File: src/rtl/priv_isa_types_pkg.sv
// Shared privilege-ISA types: trap sequencer states, trap kinds, exception codes
// and the trap-vector target helper.
package priv_isa_types_pkg;

  typedef enum logic [2:0] {
    TS_IDLE     = 3'd0,
    TS_DRAIN    = 3'd1,
    TS_COMMIT   = 3'd2,
    TS_REDIRECT = 3'd3,
    TS_HOLDOFF  = 3'd4
  } trap_seq_state_t;

  typedef enum logic [1:0] {
    KIND_EXC  = 2'd0,
    KIND_INTR = 2'd1,
    KIND_MRET = 2'd2,
    KIND_SRET = 2'd3
  } trap_kind_t;

  typedef enum logic [1:0] {
    TVAL_ZERO    = 2'd0,
    TVAL_BADADDR = 2'd1,
    TVAL_EPC     = 2'd2
  } tval_sel_t;

  localparam logic [3:0] EX_MAL_INSN    = 4'd0;
  localparam logic [3:0] EX_FAULT_INSN  = 4'd1;
  localparam logic [3:0] EX_ILLEGAL     = 4'd2;
  localparam logic [3:0] EX_BREAKPOINT  = 4'd3;
  localparam logic [3:0] EX_MAL_L       = 4'd4;
  localparam logic [3:0] EX_FAULT_L     = 4'd5;
  localparam logic [3:0] EX_MAL_S       = 4'd6;
  localparam logic [3:0] EX_FAULT_S     = 4'd7;
  localparam logic [3:0] EX_ENV_U       = 4'd8;
  localparam logic [3:0] EX_INSN_PAGE   = 4'd12;
  localparam logic [3:0] EX_LOAD_PAGE   = 4'd13;
  localparam logic [3:0] EX_STORE_PAGE  = 4'd15;

  // Field order is the selection priority, highest first.
  typedef struct packed {
    logic fault_insn_page;
    logic fault_insn;
    logic illegal_insn;
    logic mal_insn;
    logic env;
    logic breakpoint;
    logic mal_s;
    logic mal_l;
    logic fault_store_page;
    logic fault_load_page;
    logic fault_s;
    logic fault_l;
  } exc_flags_t;

  // Only interrupts use the vectored offset; exceptions always land on the base.
  function automatic logic [31:0] trap_target(input logic [31:0] mtvec,
                                              input logic        is_intr,
                                              input logic [3:0]  cause);
    logic [31:0] base;
    base = {mtvec[31:2], 2'b00};
    if (is_intr && (mtvec[1:0] == 2'b01))
      base = base + {26'd0, cause, 2'b00};
    return base;
  endfunction

endpackage

File: src/rtl/prv_trap_sequencer_if.sv
// Bundle between the hazard unit / CSR logic (master) and the trap sequencer (slave).
interface prv_trap_sequencer_if;
  logic        fault_insn_page, fault_insn, illegal_insn, mal_insn, env, breakpoint;
  logic        mal_s, mal_l, fault_store_page, fault_load_page, fault_s, fault_l;
  logic        mret, sret;
  logic        intr_pending;
  logic [3:0]  intr_cause;
  logic [1:0]  curr_privilege_level;
  logic [31:0] epc, badaddr;
  logic        ex_mem_stall;
  logic [31:0] mtvec, mepc_r, sepc_r;
  logic        trap_commit, xret_commit, xret_is_s;
  logic        trap_is_intr;
  logic [3:0]  trap_cause;
  logic [31:0] trap_epc, trap_tval;
  logic        pipe_clear, insert_pc;
  logic [31:0] priv_pc;
  logic        busy;

  modport master (
    output fault_insn_page, fault_insn, illegal_insn, mal_insn, env, breakpoint,
           mal_s, mal_l, fault_store_page, fault_load_page, fault_s, fault_l,
           mret, sret, intr_pending, intr_cause, curr_privilege_level,
           epc, badaddr, ex_mem_stall, mtvec, mepc_r, sepc_r,
    input  trap_commit, xret_commit, xret_is_s, trap_is_intr, trap_cause,
           trap_epc, trap_tval, pipe_clear, insert_pc, priv_pc, busy
  );

  modport slave (
    input  fault_insn_page, fault_insn, illegal_insn, mal_insn, env, breakpoint,
           mal_s, mal_l, fault_store_page, fault_load_page, fault_s, fault_l,
           mret, sret, intr_pending, intr_cause, curr_privilege_level,
           epc, badaddr, ex_mem_stall, mtvec, mepc_r, sepc_r,
    output trap_commit, xret_commit, xret_is_s, trap_is_intr, trap_cause,
           trap_epc, trap_tval, pipe_clear, insert_pc, priv_pc, busy
  );
endinterface

File: src/rtl/prv_trap_prio.sv
// Fixed-priority selection of one trap/return event from the raw request flags.
module prv_trap_prio
  import priv_isa_types_pkg::*;
(
  input  exc_flags_t  flags,
  input  logic        mret,
  input  logic        sret,
  input  logic        intr_pending,
  input  logic [3:0]  intr_cause,
  input  logic [1:0]  priv,
  output logic        valid,
  output trap_kind_t  kind,
  output logic [3:0]  cause,
  output tval_sel_t   tval_sel
);

  always_comb begin
    valid    = 1'b1;
    kind     = KIND_EXC;
    cause    = 4'd0;
    tval_sel = TVAL_BADADDR;
    if (flags.fault_insn_page)       cause = EX_INSN_PAGE;
    else if (flags.fault_insn)       cause = EX_FAULT_INSN;
    else if (flags.illegal_insn) begin
      cause    = EX_ILLEGAL;
      tval_sel = TVAL_ZERO;
    end
    else if (flags.mal_insn)         cause = EX_MAL_INSN;
    else if (flags.env) begin
      // U/S/M map onto 8/9/11 because the privilege encoding skips 2.
      cause    = EX_ENV_U + {2'b00, priv};
      tval_sel = TVAL_ZERO;
    end
    else if (flags.breakpoint) begin
      cause    = EX_BREAKPOINT;
      tval_sel = TVAL_EPC;
    end
    else if (flags.mal_s)            cause = EX_MAL_S;
    else if (flags.mal_l)            cause = EX_MAL_L;
    else if (flags.fault_store_page) cause = EX_STORE_PAGE;
    else if (flags.fault_load_page)  cause = EX_LOAD_PAGE;
    else if (flags.fault_s)          cause = EX_FAULT_S;
    else if (flags.fault_l)          cause = EX_FAULT_L;
    else if (mret) begin
      kind     = KIND_MRET;
      tval_sel = TVAL_ZERO;
    end
    else if (sret) begin
      kind     = KIND_SRET;
      tval_sel = TVAL_ZERO;
    end
    else if (intr_pending) begin
      kind     = KIND_INTR;
      cause    = intr_cause;
      tval_sel = TVAL_ZERO;
    end
    else begin
      valid    = 1'b0;
      tval_sel = TVAL_ZERO;
    end
  end

endmodule

File: src/rtl/prv_trap_sequencer.sv
// Trap entry / xRET sequencer: select one event, wait for the memory stage,
// emit a single CSR commit, redirect fetch, then hold off flushed flags.
module prv_trap_sequencer
  import priv_isa_types_pkg::*;
#(
  parameter int HOLDOFF_CYCLES = 1
) (
  input  logic                 CLK,
  input  logic                 nRST,
  prv_trap_sequencer_if.slave  bus
);

  localparam logic [2:0] S_IDLE     = TS_IDLE;
  localparam logic [2:0] S_DRAIN    = TS_DRAIN;
  localparam logic [2:0] S_COMMIT   = TS_COMMIT;
  localparam logic [2:0] S_REDIRECT = TS_REDIRECT;
  localparam logic [2:0] S_HOLDOFF  = TS_HOLDOFF;

  localparam logic [1:0] HOLD_LOAD = 2'(HOLDOFF_CYCLES - 1);

  exc_flags_t  flags;
  logic        sel_valid;
  trap_kind_t  sel_kind;
  logic [3:0]  sel_cause;
  tval_sel_t   sel_tval;

  logic [2:0]  state_q, state_d;
  logic [1:0]  cnt_q, cnt_d;
  trap_kind_t  kind_q, kind_d;
  logic [3:0]  cause_q, cause_d;
  logic [31:0] epc_q, epc_d;
  logic [31:0] tval_q, tval_d;
  logic [31:0] priv_pc_q, priv_pc_d;
  logic        trap_commit_q, trap_commit_d;
  logic        xret_commit_q, xret_commit_d;
  logic        pipe_clear_q, pipe_clear_d;
  logic        insert_pc_q, insert_pc_d;
  logic        fire;
  logic [31:0] target;

  assign flags = {bus.fault_insn_page, bus.fault_insn, bus.illegal_insn, bus.mal_insn,
                  bus.env, bus.breakpoint, bus.mal_s, bus.mal_l, bus.fault_store_page,
                  bus.fault_load_page, bus.fault_s, bus.fault_l};

  prv_trap_prio u_prio (
    .flags        (flags),
    .mret         (bus.mret),
    .sret         (bus.sret),
    .intr_pending (bus.intr_pending),
    .intr_cause   (bus.intr_cause),
    .priv         (bus.curr_privilege_level),
    .valid        (sel_valid),
    .kind         (sel_kind),
    .cause        (sel_cause),
    .tval_sel     (sel_tval)
  );

  // Return targets and mtvec are read live in COMMIT so a same-cycle CSR write lands.
  always_comb begin
    case (kind_q)
      KIND_MRET: target = bus.mepc_r;
      KIND_SRET: target = bus.sepc_r;
      default:   target = trap_target(bus.mtvec, kind_q == KIND_INTR, cause_q);
    endcase
  end

  always_comb begin
    state_d       = state_q;
    cnt_d         = cnt_q;
    kind_d        = kind_q;
    cause_d       = cause_q;
    epc_d         = epc_q;
    tval_d        = tval_q;
    priv_pc_d     = priv_pc_q;
    insert_pc_d   = 1'b0;
    fire          = 1'b0;
    case (state_q)
      S_IDLE: begin
        if (sel_valid) begin
          kind_d  = sel_kind;
          cause_d = sel_cause;
          epc_d   = bus.epc;
          case (sel_tval)
            TVAL_BADADDR: tval_d = bus.badaddr;
            TVAL_EPC:     tval_d = bus.epc;
            default:      tval_d = 32'd0;
          endcase
          if (bus.ex_mem_stall) begin
            state_d = S_DRAIN;
          end else begin
            state_d = S_COMMIT;
            fire    = 1'b1;
          end
        end
      end
      S_DRAIN: begin
        if (!bus.ex_mem_stall) begin
          state_d = S_COMMIT;
          fire    = 1'b1;
        end
      end
      S_COMMIT: begin
        state_d     = S_REDIRECT;
        insert_pc_d = 1'b1;
        priv_pc_d   = target;
      end
      S_REDIRECT: begin
        state_d = S_HOLDOFF;
        cnt_d   = HOLD_LOAD;
      end
      S_HOLDOFF: begin
        if (cnt_q == 2'd0) state_d = S_IDLE;
        else               cnt_d   = cnt_q - 2'd1;
      end
      default: state_d = S_IDLE;
    endcase
    trap_commit_d = fire && ((kind_d == KIND_EXC) || (kind_d == KIND_INTR));
    xret_commit_d = fire && ((kind_d == KIND_MRET) || (kind_d == KIND_SRET));
    pipe_clear_d  = fire;
  end

  always_ff @(posedge CLK or negedge nRST) begin
    if (!nRST) begin
      state_q       <= S_IDLE;
      cnt_q         <= 2'd0;
      kind_q        <= KIND_EXC;
      cause_q       <= 4'd0;
      epc_q         <= 32'd0;
      tval_q        <= 32'd0;
      priv_pc_q     <= 32'd0;
      trap_commit_q <= 1'b0;
      xret_commit_q <= 1'b0;
      pipe_clear_q  <= 1'b0;
      insert_pc_q   <= 1'b0;
    end else begin
      state_q       <= state_d;
      cnt_q         <= cnt_d;
      kind_q        <= kind_d;
      cause_q       <= cause_d;
      epc_q         <= epc_d;
      tval_q        <= tval_d;
      priv_pc_q     <= priv_pc_d;
      trap_commit_q <= trap_commit_d;
      xret_commit_q <= xret_commit_d;
      pipe_clear_q  <= pipe_clear_d;
      insert_pc_q   <= insert_pc_d;
    end
  end

  assign bus.trap_commit  = trap_commit_q;
  assign bus.xret_commit  = xret_commit_q;
  assign bus.xret_is_s    = (kind_q == KIND_SRET);
  assign bus.trap_is_intr = (kind_q == KIND_INTR);
  assign bus.trap_cause   = cause_q;
  assign bus.trap_epc     = epc_q;
  assign bus.trap_tval    = tval_q;
  assign bus.pipe_clear   = pipe_clear_q;
  assign bus.insert_pc    = insert_pc_q;
  assign bus.priv_pc      = priv_pc_q;
  assign bus.busy         = (state_q != S_IDLE);

endmodule

File: src/flat_wrapper.sv
// flat-port wrapper written by rule: the top's interface ports become plain ports
module prv_trap_sequencer_flat import priv_isa_types_pkg::*;
#(
  parameter int HOLDOFF_CYCLES = 1
)
  (CLK, nRST, bus_fault_insn_page, bus_fault_insn, bus_illegal_insn, bus_mal_insn, bus_env, bus_breakpoint, bus_mal_s, bus_mal_l, bus_fault_store_page, bus_fault_load_page, bus_fault_s, bus_fault_l, bus_mret, bus_sret, bus_intr_pending, bus_intr_cause, bus_curr_privilege_level, bus_epc, bus_badaddr, bus_ex_mem_stall, bus_mtvec, bus_mepc_r, bus_sepc_r, bus_trap_commit, bus_xret_commit, bus_xret_is_s, bus_trap_is_intr, bus_trap_cause, bus_trap_epc, bus_trap_tval, bus_pipe_clear, bus_insert_pc, bus_priv_pc, bus_busy);
  prv_trap_sequencer_if bus_i ();
  input  logic CLK;
  input  logic nRST;
  input wire logic [$bits(bus_i.fault_insn_page)-1:0] bus_fault_insn_page;
  input wire logic [$bits(bus_i.fault_insn)-1:0] bus_fault_insn;
  input wire logic [$bits(bus_i.illegal_insn)-1:0] bus_illegal_insn;
  input wire logic [$bits(bus_i.mal_insn)-1:0] bus_mal_insn;
  input wire logic [$bits(bus_i.env)-1:0] bus_env;
  input wire logic [$bits(bus_i.breakpoint)-1:0] bus_breakpoint;
  input wire logic [$bits(bus_i.mal_s)-1:0] bus_mal_s;
  input wire logic [$bits(bus_i.mal_l)-1:0] bus_mal_l;
  input wire logic [$bits(bus_i.fault_store_page)-1:0] bus_fault_store_page;
  input wire logic [$bits(bus_i.fault_load_page)-1:0] bus_fault_load_page;
  input wire logic [$bits(bus_i.fault_s)-1:0] bus_fault_s;
  input wire logic [$bits(bus_i.fault_l)-1:0] bus_fault_l;
  input wire logic [$bits(bus_i.mret)-1:0] bus_mret;
  input wire logic [$bits(bus_i.sret)-1:0] bus_sret;
  input wire logic [$bits(bus_i.intr_pending)-1:0] bus_intr_pending;
  input wire logic [$bits(bus_i.intr_cause)-1:0] bus_intr_cause;
  input wire logic [$bits(bus_i.curr_privilege_level)-1:0] bus_curr_privilege_level;
  input wire logic [$bits(bus_i.epc)-1:0] bus_epc;
  input wire logic [$bits(bus_i.badaddr)-1:0] bus_badaddr;
  input wire logic [$bits(bus_i.ex_mem_stall)-1:0] bus_ex_mem_stall;
  input wire logic [$bits(bus_i.mtvec)-1:0] bus_mtvec;
  input wire logic [$bits(bus_i.mepc_r)-1:0] bus_mepc_r;
  input wire logic [$bits(bus_i.sepc_r)-1:0] bus_sepc_r;
  output wire logic [$bits(bus_i.trap_commit)-1:0] bus_trap_commit;
  output wire logic [$bits(bus_i.xret_commit)-1:0] bus_xret_commit;
  output wire logic [$bits(bus_i.xret_is_s)-1:0] bus_xret_is_s;
  output wire logic [$bits(bus_i.trap_is_intr)-1:0] bus_trap_is_intr;
  output wire logic [$bits(bus_i.trap_cause)-1:0] bus_trap_cause;
  output wire logic [$bits(bus_i.trap_epc)-1:0] bus_trap_epc;
  output wire logic [$bits(bus_i.trap_tval)-1:0] bus_trap_tval;
  output wire logic [$bits(bus_i.pipe_clear)-1:0] bus_pipe_clear;
  output wire logic [$bits(bus_i.insert_pc)-1:0] bus_insert_pc;
  output wire logic [$bits(bus_i.priv_pc)-1:0] bus_priv_pc;
  output wire logic [$bits(bus_i.busy)-1:0] bus_busy;
  assign bus_i.fault_insn_page = bus_fault_insn_page;
  assign bus_i.fault_insn = bus_fault_insn;
  assign bus_i.illegal_insn = bus_illegal_insn;
  assign bus_i.mal_insn = bus_mal_insn;
  assign bus_i.env = bus_env;
  assign bus_i.breakpoint = bus_breakpoint;
  assign bus_i.mal_s = bus_mal_s;
  assign bus_i.mal_l = bus_mal_l;
  assign bus_i.fault_store_page = bus_fault_store_page;
  assign bus_i.fault_load_page = bus_fault_load_page;
  assign bus_i.fault_s = bus_fault_s;
  assign bus_i.fault_l = bus_fault_l;
  assign bus_i.mret = bus_mret;
  assign bus_i.sret = bus_sret;
  assign bus_i.intr_pending = bus_intr_pending;
  assign bus_i.intr_cause = bus_intr_cause;
  assign bus_i.curr_privilege_level = bus_curr_privilege_level;
  assign bus_i.epc = bus_epc;
  assign bus_i.badaddr = bus_badaddr;
  assign bus_i.ex_mem_stall = bus_ex_mem_stall;
  assign bus_i.mtvec = bus_mtvec;
  assign bus_i.mepc_r = bus_mepc_r;
  assign bus_i.sepc_r = bus_sepc_r;
  assign bus_trap_commit = bus_i.trap_commit;
  assign bus_xret_commit = bus_i.xret_commit;
  assign bus_xret_is_s = bus_i.xret_is_s;
  assign bus_trap_is_intr = bus_i.trap_is_intr;
  assign bus_trap_cause = bus_i.trap_cause;
  assign bus_trap_epc = bus_i.trap_epc;
  assign bus_trap_tval = bus_i.trap_tval;
  assign bus_pipe_clear = bus_i.pipe_clear;
  assign bus_insert_pc = bus_i.insert_pc;
  assign bus_priv_pc = bus_i.priv_pc;
  assign bus_busy = bus_i.busy;
  prv_trap_sequencer #(.HOLDOFF_CYCLES(HOLDOFF_CYCLES)) u_core (.CLK(CLK), .nRST(nRST), .bus(bus_i));
endmodule
File: config.mk
export PLATFORM = sky130hd
export DESIGN_NAME = prv_trap_sequencer_flat
export DESIGN_NICKNAME = d
export VERILOG_FILES = /design/src/rtl/priv_isa_types_pkg.sv /design/src/rtl/prv_trap_sequencer_if.sv /design/src/rtl/prv_trap_prio.sv /design/src/rtl/prv_trap_sequencer.sv /design/src/flat_wrapper.sv
export SDC_FILE = /design/constraint.sdc
export NUM_CORES = 1
export LEC_CHECK = 0
export ABC_AREA = 1
export CAP_MARGIN = 15
export CORE_ASPECT_RATIO = 0.5
export CORE_MARGIN = 2
export CORE_UTILIZATION = 47
export CTS_BUF_LIST = sky130_fd_sc_hd__clkbuf_4
export DETAILED_ROUTE_END_ITERATION = 12
export PLACE_DENSITY_LB_ADDON = 0.08
export SYNTH_ARGS = -nofsm -noshare
export SYNTH_HDL_FRONTEND = slang
export SYNTH_SLANG_ARGS = --single-unit
File: constraint.sdc
create_clock -name CLK -period 2.65 [get_ports CLK]
set_clock_uncertainty 0.05 [all_clocks]
set_input_delay 0.53 -clock CLK [delete_from_list [all_inputs] [get_ports CLK]]
set_output_delay 0.53 -clock CLK [all_outputs]
set_load 0.02 [all_outputs]
==> impl_metrics.ini <==
[cts]
cts.sinks = 111
cts_made_buffers = 9
clk_latency_ns = 0.48
cts_tree = done
cts_setup_buffers = 0
htree_num_levels = 3
clkTransAtPathRegs_ns = 0.20
root_buffer = clkbuf_4
clockBufferDepth = 2

[setup_path]
end_kind = output pin
regToRegSetupSlack_ns = 0.46
crit_type = reg -> out
r2r_end = u_core.bus.priv_pc[26]
cp.required_ns = 2.07
r2r-start = u_core.bus.trap_cause[0]
cp-startpoint = u_core.kind_q[1]
arrival_ns = 1.92
cp_max_fo = 26
worst_r2r_path_depth = 13
worstSetupStartpointType = flip-flop

[placed_design]
dp_hpwl_um = 15140
gp_congestion = 0.9193
portBuffers = 290

[finish]
finalNetCount = 1332
fill_cells = 1065
drive_above_1_share_pct = 5.332
syn2layout_area_growth_pct = 51.47
layout_common_cells = 288 x clkdlybuf4s50_1, 216 x nand2_1, 111 x dfrtp_1, 99 x inv_1, 85 x nor2_1
layout_commonest_cell = clkdlybuf4s50_1

[global_route]
grt_pass1_vias = 6870
grt_max_degree = 82
antenna_found_initial = 1
grt.overflow.total = 0
grt_pass1_wl_um = 32890
grt.total_usage_pct = 28.42

[floorplan]
dieHeight_um = 86.09
rows = 29
fp.dieW_um = 168.2
coreArea_um2 = 12920
dieArea_um2 = 14480
initial_core_util_pct = 49.04
num_io_pins = 291

[worst_hold_path]
min_path_type = in -> async

[power]
power_density_nw_per_um2 = 986.5
clkPwrFrac_pct = 8.8
pwr-share-comb_pct = 60.1
p_sw_uw = 4276
p_leak_uw = 0.004392
peakVddDrop_mv = 0.5594
sw_frac_of_total_pct = 45.18
pwr-share-seq_pct = 31.1
internal_power_uw = 5189

[detailed_routing]
via_per_inst = 5.254
drt_first_pass_iters = 5
drt_wl_total_um = 20160
post_drt_wl_per_cell_um = 15.33
first_iter_violations = 595
vias = 6909
drc = 0
ant_nets = 0

[logic_synthesis]
synthTopCellsByArea = dfrtp_1 44%, nand2_1 13%, inv_1 5.9%
synth_edf_count = 0
ys.flop_type = dfrtp_1
synth_nets = 1047
ys_ff_latch = 111
ys_seq_area_share_pct = 43.85
ys_types = 41
yosysTopAreaCellShare_pct = 43.85
synth_top_area_cell = dfrtp_1
netlist_area_um2 = 6335
syn_area_per_cell_um2 = 7.409
syn_inst = 855
yosys_warnings = 0
async_flop_share_pct = 100.0

[status]
status = finished clean

[flow_run]
cap_viol_max_count = 0

[timing]
slew_violations = 0
min_period_over_period_pct = 94.52
fin_crit_ns = 2.505
setup_viol = 0
maxSlewHeadroom_pct = 70.47
worst_pin_slew_ns = 0.4383
fin_tns_setup_ns = 0
hold_violations = 0
fin_hold_ws_ns = 0.4399
fmax_mhz = 399.3
rsz0062_at_grt = no
[metrics by stage]
step / cell area [um2] / util, % / setup WS, ns / instances / total power [uW]
global placement: 9450 / 73.16 / 0.01442 / 1298 / 8549
global route: 9595 / 74.28 / 0.06604 / 1315 / 10170
floorplan: 6335 / - / 0.4523 / 855 / 6198
detailed placement: 9450 / 73.16 / -0.06670 / 1298 / 8684
finish: 9595 / 74.28 / 0.1453 / 1315 / 9466
CTS: 9590 / 74.24 / 0.06282 / 1314 / 9531
[what timing repair did]
| item | 4_1_cts | 5_1_grt |
|---|---|---|
| endpoints found under the hold margin | 30 | 0 |
| setup endpoints to repair | 0 | 1 |
| hold buffers | 1 | 0 |
| gates resized for setup | 0 | 1 |
[power groups by stage]
stage          logic (uW)  registers (uW)  clock network (uW)
2_1_floorplan        2360            3840                   0
3_3_place_gp         5600            2950                   0
3_5_place_dp         5710            2970                   0
4_1_cts              5730            2940                 858
5_1_grt              6210            3040                 922
6_report             5690            2940                 832
[Yosys cell counts, types with 3 or more instances]
| cell type | count |
|---|---|
| nand2_1 | 216 |
| dfrtp_1 | 111 |
| inv_1 | 99 |
| nor2_1 | 86 |
| o21ai_1 | 65 |
| nand3_1 | 55 |
| a21oi_1 | 44 |
| o21ai_0 | 44 |
| a221oi_1 | 24 |
| clkbuf_1 | 21 |
| nand4_1 | 11 |
| buf_2 | 8 |
| buf_6 | 8 |
| ha_1 | 7 |
| a31oi_1 | 6 |
| nor3_1 | 6 |
| o21bai_1 | 5 |
| nor2_4 | 4 |
| inv_2 | 3 |
| o211ai_1 | 3 |
| xnor2_1 | 3 |
[final cells by class]
| cell class | count | area (um2) | area share, % |
|---|---|---|---|
| clock inverter | 6 | 62.56 | 0.6520 |
| inverter | 104 | 395.4 | 4.120 |
| tap | 170 | 212.7 | 2.217 |
| clock buffer | 9 | 67.56 | 0.7041 |
| multi-input combinational | 601 | 2937 | 30.60 |
| sequential | 111 | 2778 | 28.95 |
| timing repair buffer | 313 | 3141 | 32.73 |
| antenna | 1 | 2.502 | 0.02608 |
[worst max-delay path by stage]
stage	cells past startpoint	slack, ns	end
floorplan	11	0.45	u_core.bus.trap_tval[10]
global placement	13	0.01	u_core.bus.trap_tval[2]
detailed placement	14	-0.07	u_core.bus.trap_tval[9]
CTS	5	0.06	bus_busy
global route	4	0.07	bus_trap_is_intr
finish	4	0.15	bus_trap_is_intr
[sequential cells by signal, summed over array words and instances, names as in the netlist, 2 cells and up]
| signal | cells |
|---|---|
| u_core.bus.trap_tval | 32 |
| u_core.cnt_q | 2 |
| u_core.bus.trap_cause | 4 |
| u_core.bus.priv_pc | 32 |
| u_core.kind_q | 2 |
| u_core.bus.trap_epc | 32 |
| u_core.state_q | 3 |
[cell families (layout without fill, tap and decap cells)]
group | Yosys count | after routing | share of synthesized area, %
other | 0 | 1 | 0
adders and majority gates | 8 | 8 | 1.699
buffers and inverters | 143 | 432 | 9.836
DFF | 111 | 111 | 43.85
and+or+nand+nor | 390 | 390 | 26.11
xor gates and xnor gates | 5 | 5 | 0.6914
AOI/OAI and AO/OA | 198 | 198 | 17.82
[worst max-delay path: stages, from the launching register on]
cell,delay (ns)
dfrtp_1,0.45
inv_6,0.20
nand2_4,0.09
inv_2,0.07
clkdlybuf4s50_1,0.63
[layer usage]
metal | part of all wire (%) | GRT usage (%)
met1 | 40 | 34.54
met5 | 0 | 0
met3 | 8.6 | 8.214
met2 | 49 | 50.34
met4 | 1.7 | 7.367
Note: power is estimated with default switching activity, not from simulation.
